[src/rtl/mx_pkg.sv]
// mx_pkg: shared types and constants for the Manchester frame transmit/receive path
//   state_t        frame sequencer states
//   PREAMBLE_BYTE  byte repeated before the start-frame delimiter
//   SFD_DEFAULT    default start-frame delimiter
//   WD_W           watchdog counter width
package mx_pkg;
  typedef enum logic [2:0] {IDLE, PRE, SFD, PAY, DRAIN} state_t;
  localparam logic [7:0] PREAMBLE_BYTE = 8'h55;
  localparam logic [7:0] SFD_DEFAULT = 8'b00001011;
  localparam int WD_W = 15;
endpackage

[src/rtl/mx_watchdog.sv]
// mx_watchdog: saturating idle-cycle counter that flags expiry after TIMEOUT_CYC cycles
//   clk, reset   clock, asynchronous active-low reset
//   clear        restart the count from zero (wins over enable)
//   enable       count this cycle
//   expired      count has reached TIMEOUT_CYC (combinational from the count)
module mx_watchdog
  import mx_pkg::*;
#(
  parameter int TIMEOUT_CYC = 20000,
  parameter int W = WD_W
) (
  input  logic clk,
  input  logic reset,
  input  logic clear,
  input  logic enable,
  output logic expired
);
  logic [W-1:0] cnt;
  assign expired = cnt >= W'(TIMEOUT_CYC);
  // holding at the limit keeps expired asserted until the owner clears it
  always_ff @(posedge clk or negedge reset) begin
    if (!reset) cnt <= '0;
    else if (clear) cnt <= '0;
    else if (enable && !expired) cnt <= cnt + 1'b1;
  end
endmodule

[src/rtl/mx_tx_frame_sequencer.sv]
// mx_tx_frame_sequencer: drives a Manchester transmitter through preamble, SFD and LEN payload bytes per request
//   clk, reset          clock, asynchronous active-low reset
//   start, len          frame request and payload byte count (len 0 rejected)
//   pl_data, pl_valid   payload byte stream from the host FIFO
//   pl_ready            combinational pop strobe to the host FIFO
//   tx_data, tx_send    registered byte and send request to the transmitter
//   tx_rdy, tx_txen     transmitter byte-latched pulse and output enable
//   busy, done, err     frame in progress, success pulse, failure pulse
module mx_tx_frame_sequencer
  import mx_pkg::*;
#(
  parameter int PREAMBLE_BYTES = 2,
  parameter logic [7:0] SFD_BYTE = SFD_DEFAULT,
  parameter int TIMEOUT_CYC = 20000
) (
  input  logic       clk,
  input  logic       reset,
  input  logic       start,
  input  logic [7:0] len,
  input  logic [7:0] pl_data,
  input  logic       pl_valid,
  output logic       pl_ready,
  output logic [7:0] tx_data,
  output logic       tx_send,
  input  logic       tx_rdy,
  input  logic       tx_txen,
  output logic       busy,
  output logic       done,
  output logic       err
);
  state_t state;
  logic [7:0] len_r, sent, rem;
  logic [3:0] pre_cnt;
  logic uflow, in_data, expired;
  assign rem = len_r - sent;
  assign in_data = state == SFD || state == PAY;
  assign pl_ready = tx_rdy && pl_valid && in_data && rem != 8'd0;
  // every non-idle transition happens on tx_rdy, so clearing on tx_rdy and in IDLE restarts the count on each state entry
  mx_watchdog #(.TIMEOUT_CYC(TIMEOUT_CYC), .W(WD_W)) u_wd (
    .clk(clk),
    .reset(reset),
    .clear(tx_rdy || state == IDLE),
    .enable(state != IDLE),
    .expired(expired)
  );
  always_ff @(posedge clk or negedge reset) begin
    if (!reset) begin
      state <= IDLE;
      len_r <= '0;
      sent <= '0;
      pre_cnt <= '0;
      uflow <= 1'b0;
      tx_data <= 8'h00;
      tx_send <= 1'b0;
      busy <= 1'b0;
      done <= 1'b0;
      err <= 1'b0;
    end else begin
      done <= 1'b0;
      err <= 1'b0;
      if (state != IDLE && expired) begin
        state <= IDLE;
        tx_send <= 1'b0;
        busy <= 1'b0;
        err <= 1'b1;
      end else begin
        case (state)
          IDLE: if (start) begin
            if (len == 8'd0) err <= 1'b1;
            else begin
              len_r <= len;
              sent <= '0;
              pre_cnt <= '0;
              uflow <= 1'b0;
              tx_data <= PREAMBLE_BYTE;
              tx_send <= 1'b1;
              busy <= 1'b1;
              state <= PRE;
            end
          end
          PRE: if (tx_rdy) begin
            if (pre_cnt == 4'(PREAMBLE_BYTES - 1)) begin
              tx_data <= SFD_BYTE;
              state <= SFD;
            end else pre_cnt <= pre_cnt + 4'd1;
          end
          // rem==0 means the byte just latched was the last one; an empty FIFO truncates the frame
          SFD, PAY: if (tx_rdy) begin
            if (rem == 8'd0) begin
              tx_send <= 1'b0;
              state <= DRAIN;
            end else if (pl_valid) begin
              tx_data <= pl_data;
              sent <= sent + 8'd1;
              state <= PAY;
            end else begin
              tx_send <= 1'b0;
              uflow <= 1'b1;
              state <= DRAIN;
            end
          end
          // the outcome pulse is deferred to here so it coincides with busy falling
          DRAIN: if (!tx_txen) begin
            done <= !uflow;
            err <= uflow;
            busy <= 1'b0;
            state <= IDLE;
          end
          default: state <= IDLE;
        endcase
      end
    end
  end
endmodule

[config.mk]
export PLATFORM = sky130hd
export DESIGN_NAME = mx_tx_frame_sequencer
export DESIGN_NICKNAME = d
export VERILOG_FILES = /design/src/rtl/mx_pkg.sv /design/src/rtl/mx_watchdog.sv /design/src/rtl/mx_tx_frame_sequencer.sv
export SDC_FILE = /design/constraint.sdc
export NUM_CORES = 1
export LEC_CHECK = 0
export CORE_MARGIN = 1.5
export CORE_UTILIZATION = 56
export DETAILED_ROUTE_END_ITERATION = 12
export PLACE_DENSITY = 0.81
export SETUP_SLACK_MARGIN = 0.4
export SKIP_LAST_GASP = 1
export SLEW_MARGIN = 20
export SYNTH_ARGS = -nofsm -noshare
export SYNTH_HDL_FRONTEND = slang
export SYNTH_HIERARCHICAL = 1
export SYNTH_SLANG_ARGS = --single-unit
export TNS_END_PERCENT = 10
[constraint.sdc]
create_clock -name clk -period 3.1 [get_ports clk]
set_input_delay 0.775 -clock clk [delete_from_list [all_inputs] [get_ports clk]]
set_output_delay 0.775 -clock clk [all_outputs]
set_load 0.005 [all_outputs]
**Yosys cells after proc, flatten, opt, wreduce, memory -nomap -nowiden**

Cells that the tools add are included.
W data, S select, Z words.

- Bitwise logic cells: 2
- $lt $le $gt $ge: 1
- Equality and inequality tests: 21
- Multiplexer cells: 55
- Reductions and logical operators: 29
- $add $sub $neg: 4

Operators by type and width:

| kind | number |
|---|---|
| $mux W8 | 12 |
| $mux W15 | 2 |
| $mux W3 | 9 |
| $pmux W8 S3 | 1 |
| $mux W1 | 20 |
| $ne A2 B2 Y1 const B | 9 |
| $logic_not A8 Y1 | 2 |
| $mux W4 | 4 |
| $pmux W8 S2 | 1 |
| $add A15 B1 Y15 const B | 1 |
| $ge A15 B15 Y1 const B | 1 |
| $ne A3 B3 Y1 const B | 5 |
| $reduce_and A7 Y1 | 2 |
| $pmux W3 S4 | 1 |
| $reduce_and A6 Y1 | 2 |
| $reduce_bool A3 Y1 | 4 |
| $reduce_and A9 Y1 | 1 |
| $add A8 B1 Y8 const B | 1 |
| $pmux W1 S2 | 4 |
| $pmux W4 S2 | 1 |
| $reduce_and A4 Y1 | 2 |
| $reduce_bool A8 Y1 | 1 |
| $sub A8 B8 Y8 | 1 |
| $eq A3 B2 Y1 const B | 2 |
| other kinds (14) | 23 |

- Register bits: 51
- Input port bits: 22
- Logic and storage cells: 123
- Output and inout bits: 13

**Logic depth before layout (Yosys ltp)**

Gate-level depths: netlist (run 1).

- Depth in word-level cells: 6
- Mapped depth: 10
- Gate-level depth less buffers: 9

**Cells and area by module**

The synthesis (run 1) kept the hierarchy.

Modules (own cells, without submodules):

| module | times used | area each (um^2) | cells an instance | sequential area each (um^2) |
|---|---|---|---|---|
| mx_tx_frame_sequencer | 1 | 2147.1 | 223 | 900.9 |
| mx_watchdog | 1 | 844.6 | 89 | 375.4 |

**Worst setup path after synthesis (run 1)**

No wires, ideal clock.

- Path type: register -> output
- From: register sent[5]
- To: output pl_ready
- Path buffers: 0
- Slack: 0.487 ns
- Cell stages (with the launch flop): 9
- Arrival time: 1.838 ns
- Data required time: 2.325 ns
- Cell sequence: dfrtp_1 > inv_1 > ha_1 > xor2_1 > or4_1 > nor3_2 > o31a_4 > a31o_2 > nor2_1

- Cells in the longest elaborated chain, start to end: 3

Ends and longest elaborated chain:

| what | RTL line | RTL |
|---|---|---|
| start: declaration | mx_tx_frame_sequencer.sv:32 | `logic [7:0] len_r, sent, rem;` |
| start signal: assignment | mx_tx_frame_sequencer.sv:94 | `sent <= sent + 8'd1;` |
| $sub A8 B8 Y8 | mx_tx_frame_sequencer.sv:35 | `assign rem = len_r - sent;` |
| $reduce_bool A8 Y1 | mx_tx_frame_sequencer.sv:37 | `assign pl_ready = tx_rdy && pl_valid && in_data && rem != 8'd0;` |
| $logic_and A1 B1 Y1 | mx_tx_frame_sequencer.sv:37 |  |
| end: declaration | mx_tx_frame_sequencer.sv:22 | `output logic pl_ready,` |

Every way passes these cells.

**Worst setup path in the final report (run 1)**

- From: register sent[4]
- To: output pl_ready

Same word-level chain as after synthesis.

==> results of run 1 <==
-- worst max-delay path: stages, from the launching register on --
cell,delay [ns]
dfrtp_1,0.40
inv_2,0.09
ha_4,0.23
or4_1,0.55
nor3_2,0.15
o31a_4,0.17
a31o_4,0.17
nor2_4,0.03
buf_2,0.12
-- synth_stat cells (6+ instances only) --
cell type  instances
nand4_1            7
nand2_1           34
nor2_1            21
nand3_1           12
o21ai_0           10
ha_1              12
a21oi_1           27
clkbuf_1           8
dfrtp_1           51
or3_1              7
inv_1             17
or4_1              7
mux2_2             7
o31ai_1            6
-- worst paths after layout --
kind / start / endpoint / slack, ns
max: sent[4] / pl_ready / 0.11
min: reset / len_r[0] / 0.42
max reg2reg: u_wd/cnt[7] / sent[6] / 0.46
min reg2reg: len_r[7] / len_r[7] / 0.51
max in group asynchronous: reset / uflow / 2.42
min in group clk: len_r[7] / len_r[7] / 0.51
-- repair_timing --
action	4_1_cts	5_1_grt
hold buffers	0	0
pin swaps	7	10
buffers inserted	6	3
endpoints found under the setup margin	7	14
cloned	0	0
gates resized for setup	15	12
-- power breakdown --
part / total [mW] / switching, mW / leakage [nW] / internal (mW)
logic: 1.75 / 0.883 / 0.882 / 0.863
registers: 0.985 / 0.151 / 0.669 / 0.834
clock network: 0.410 / 0.246 / 0.0489 / 0.164
total: 3.14 / 1.28 / 1.60 / 1.86
-- layout make-up --
| cell class | count | area share (%) |
|---|---|---|
| Clock inverter | 3 | 0.5952 |
| Tap cell | 70 | 2.315 |
| Inverter | 19 | 1.885 |
| Multi-Input combinational cell | 231 | 44.94 |
| Timing Repair Buffer | 62 | 14.72 |
| Clock buffer | 5 | 1.819 |
| Sequential cell | 51 | 33.73 |
-- routing by layer --
layer	vias up	part of all wire [%]	wire, µm
met3	13	5.7	413
li1	1256	-	-
met5	-	0	0
met1	1265	43	3150
met4	0	1.8	131
met2	76	49	3573
-- through the flow --
stage | TNS (ns) | power [mW] | hold WS, ns
floorplan | 0 | 1.935 | 0.4523
detailed placement | -0.1151 | 2.489 | 0.4739
global route | 0 | 3.349 | 0.4531
global placement | 0 | 2.429 | 0.4713
CTS | 0 | 3.020 | 0.4423
finish | 0 | 3.140 | 0.4191
-- kinds of logic after synthesis --
family                   Yosys count  share of synthesized area (%)
AND/OR/NAND/NOR                  123                          22.79
AO/OA/AOI/OAI                     77                          18.82
flip-flops                        51                          42.66
buffers and inverters             30                          4.099
adder cells (fa/ha/maj)           12                          5.019
multiplexers                      11                          4.015
XOR/XNOR                           8                          2.593
-- flip-flops by register name, indices dropped and copies added, names as in the netlist --
name / count
busy: 1
tx_send: 1
done: 1
sent: 8
pre_cnt: 4
state: 3
err: 1
u_wd/cnt: 15
len_r: 8
tx_data: 8
uflow: 1
==> reports/results.txt, run 1 <==
Yosys warnings -> 6
Status -> finished, final reports clean
Final HPWL DP -> 4919 µm
Instance count of the mapped netlist -> 312
Diode count -> 0
Clk buf depth -> 2
Vias in the first global route -> 2583
Finished Layout Cells -> 441
WL/cell -> 16.48 µm
Final Core Density -> 73.61%
Worst endpoint data arrival time -> 2.22 ns
Dpl cells -> 424
Gr ovfl total -> 0
I/O Buffers -> 34
First-pass GRT wire length -> 12400 µm
Clk Tree Root Cell -> clkbuf_8
Footprint of the multi-input gates -> 0.001700 mm²
CP endpoint kind -> output pin
Initial antenna violation count -> 0
DRT iter0 DRCs -> 154
Final Cycle Share -> 96.60%
Fin Clk Skew -> 0.004629 ns
# setup viols final -> 0
GR peak layer -> met2
TritonRoute pass-1 iters -> 4
RSZ-0062 raised after global routing -> yes
Design area -> 0.003784 mm²
CTS tree -> done
Max-slew violations -> 0
Commonest non-fill, non-tap cell in the layout -> dfrtp_1
Row count -> 26
Leak pwr -> 1.600 nW
Mapped Nets -> 346
Worst VDD drop -> 676.2 µV
Sequential cell area -> 0.001276 mm²
Cell Area, Synth -> 0.002992 mm²
Total die area -> 0.005790 mm²
Fin. Hold Viols -> 0
#FFs+latches synth -> 51
Layout cells sized above 1 -> 22.64%
Max_slew headroom -> 36.13%
Global Route Usage Sum -> 26.69%
Die Ht -> 76.09 µm
Initial Util -> 58.20%
Post-route DRC -> 0
Post-synthesis sequential area ratio -> 42.66%
Drt via density -> 5.918
# IOs -> 35
CTS H-Tree Depth -> 2
Main synth FF type -> dfrtp_1
Core area -> 0.005140 mm²
Synth-to-Final Area Change -> 26.47%
Synth area leaders -> dfrtp_1, ha_1, a21oi_1
Pwr Density -> 829.9 mW/mm²
Number of flops mapped to enable cells by yosys -> 0
CP required -> 2.32 ns
M3 GR Usage -> 5.629%
Max_cap viols -> 0
Fill count -> 385
Total CTS buffers -> 5
Worst setup SP type -> flip-flop
Minimum clock period -> 2.995 ns
Hold/Removal Path Class -> primary input to async pin
Nets -> 404
CTS sink cnt -> 51
Max Fclk -> 333.9 MHz
Worst-path clk slew -> 0.10 ns
Met2 Usage GRT -> 45.68%
DP Worst Slack -> -0.04666 ns
Placed inst area -> 0.003518 mm²
Routability cong. -> 0.8714
Clock Latency Late Sink -> 0.32 ns
Mean Syn Cell Area -> 9.589 µm²
Critical path peak fanout -> 5
Final Worst Setup Slack -> 0.1054 ns
Yosys cell types -> 65
Post-synth ARST share -> 100.0%
Synth top area share -> 42.66%
Routed WL -> 7268 µm
Commonest cells after routing, fill and taps aside -> dfrtp_1, nand2_1, clkdlybuf4s50_1
Chip width -> 76.09 µm
Vias after detailed routing -> 2610
Post-DRT Antenna Nets -> 0
Crit Path Class -> flip-flop to output pin
Slew at the pin with the worst max-slew slack -> 0.9566 ns
Worst r2r path cells -> 8
GR Layer Usage met1 -> 33.57%
Largest net degree at the start of global routing -> 52
Synth area leader -> dfrtp_1
Power figures use the tool's default switching activity.
==> run 2, diff against run 1 <==
--- a/config.mk
+++ b/config.mk
@@ -6,9 +6,10 @@
 export NUM_CORES = 1
 export LEC_CHECK = 0
 export CORE_MARGIN = 1.5
-export CORE_UTILIZATION = 56
+export CORE_UTILIZATION = 60
+export CTS_CLUSTER_DIAMETER = 60
 export DETAILED_ROUTE_END_ITERATION = 12
-export PLACE_DENSITY = 0.81
+export PLACE_DENSITY = 0.86
 export SETUP_SLACK_MARGIN = 0.4
 export SKIP_LAST_GASP = 1
 export SLEW_MARGIN = 20
==> constraint.sdc (replaced) <==
create_clock -name clk -period 3.6 [get_ports clk]
set_input_delay 0.9 -clock clk [delete_from_list [all_inputs] [get_ports clk]]
set_output_delay 0.9 -clock clk [all_outputs]
set_load 0.005 [all_outputs]
==> reports/results.txt, run 2 (synthesis results as in run 1) <==
Vias after detailed routing -> 2634
Fin Clk Skew -> 0.01049 ns
CTS sink cnt -> 51
Min Hold Slack -> 0.5090 ns
Pwr Total -> 2.591 mW
WL/cell -> 17.26 µm
Drt via density -> 6.183
Worst endpoint data arrival time -> 2.31 ns
Layout cells sized above 1 -> 19.22%
Total CTS buffers -> 5
Sequential cell area -> 0.001276 mm²
R2R Setup Slk -> 0.80 ns
Max-slew violations -> 0
Synth-to-Final Area Change -> 22.21%
Crit Path Class -> flip-flop to output pin
Post-DRT Antenna Nets -> 0
Fill count -> 333
Hold/Removal Path Class -> flip-flop to flip-flop
Post-route DRC -> 0
TritonRoute pass-1 iters -> 6
Max Fclk -> 311.7 MHz
First-pass GRT wire length -> 12030 µm
Gr ovfl total -> 0
Max reg flops -> 15
Row count -> 25
Minimum clock period -> 3.208 ns
# setup viols final -> 0
Leak pwr -> 1.528 nW
Chip width -> 73.61 µm
Clk buf depth -> 2
Nets -> 392
Footprint of the multi-input gates -> 0.001678 mm²
Core area -> 0.004755 mm²
# IOs -> 35
DRT iter0 DRCs -> 239
Worst setup SP type -> flip-flop
Initial antenna violation count -> 0
Commonest cells after routing, fill and taps aside -> dfrtp_1, nand2_1, clkdlybuf4s50_1
Clock Latency Late Sink -> 0.33 ns
Total negative slack -> 0 ns
Critical path peak fanout -> 5
Biggest register -> u_wd/cnt
Worst VDD drop -> 517.3 µV
Final HPWL DP -> 4976 µm
Global Route Usage Sum -> 29.38%
CP required -> 2.70 ns
Vias in the first global route -> 2595
Initial Util -> 62.92%
Commonest non-fill, non-tap cell in the layout -> dfrtp_1
RR Endpoint -> tx_data[5]
CTS tree -> done
RSZ-0062 raised after global routing -> yes
Max_slew headroom -> 49.77%
Reg-to-Reg Start -> sent[5]
Diode count -> 0
Min-delay src -> tx_data[7]
Pwr Density -> 708.6 mW/mm²
Max_cap viols -> 0
WHS Endpoint -> tx_data[7]
CTS H-Tree Depth -> 2
Die Ht -> 73.61 µm
Fin. Hold Viols -> 0
Largest net degree at the start of global routing -> 31
Worst r2r path cells -> 11
Routed WL -> 7353 µm
Finished Layout Cells -> 426
Status -> finished, final reports clean
Clk Tree Root Cell -> clkbuf_8
Final Cycle Share -> 89.11%
Dpl cells -> 408
I/O Buffers -> 34
Worst-path clk slew -> 0.11 ns
Hold depth -> 1
# hold bufs at CTS -> 0
CP endpoint kind -> output pin
Slew at the pin with the worst max-slew slack -> 0.7465 ns
Routability cong. -> 0.8627
Total die area -> 0.005418 mm²
==> run 2: timing repair <==
item,4_1_cts,5_1_grt
setup endpoints to repair,1,1
pin swaps,8,4
endpoints found under the hold margin,0,0
buffers inserted,9,1
gates resized for setup,14,3
==> run 2: how the worst max path moves through the flow <==
stage               startpoint  depth (start not counted)  slack (ns)  endpoint
floorplan              sent[5]                          8        0.86  pl_ready
global placement       sent[2]                          9        0.34  pl_ready
detailed placement     sent[5]                          9        0.19  pl_ready
CTS                    sent[5]                          9        0.34  pl_ready
global route           sent[5]                          9        0.32  pl_ready
finish                 sent[5]                          9        0.39  pl_ready
==> run 2: where the power goes <==
part	switching, mW	internal, mW	leakage (nW)	total, mW
Combinational	0.699	0.664	0.812	1.36
Sequential	0.140	0.718	0.669	0.858
Clock	0.226	0.145	0.0467	0.371
==> run 2: metrics by stage <==
stage | area, µm² | setup WS (ns) | utilization [%]
floorplan | 2992 | 0.8622 | -
global placement | 3405 | 0.3423 | 71.61
detailed placement | 3405 | 0.1948 | 71.61
CTS | 3636 | 0.3399 | 76.47
global route | 3656 | 0.3159 | 76.89
finish | 3656 | 0.3921 | 76.89
==> run 2: worst max-delay path, cell delays in order (launching register included) <==
cell,delay (ns)
dfrtp_1,0.43
inv_2,0.09
ha_4,0.21
buf_4,0.16
a21o_1,0.19
a311oi_2,0.28
xor2_2,0.14
a31o_4,0.26
nor2_1,0.10
buf_2,0.12
==> run 2: routing by layer <==
metal  share of wire, %  up-vias  GRT usage (%)
li1                   -     1229              -
met1                 42     1261          36.98
met2                 48      119          48.35
met3                6.9       25          8.642
met4                2.6        0          9.877
met5                  0        -              0
==> run 2: cell type report <==
cell class | count | area share, %
clock buffers | 5 | 1.882
clock inverters | 3 | 0.7529
inverters | 19 | 1.951
multi-input cells | 231 | 45.89
flip-flops and latches | 51 | 34.91
well taps | 67 | 2.293
repair buffers | 50 | 12.32
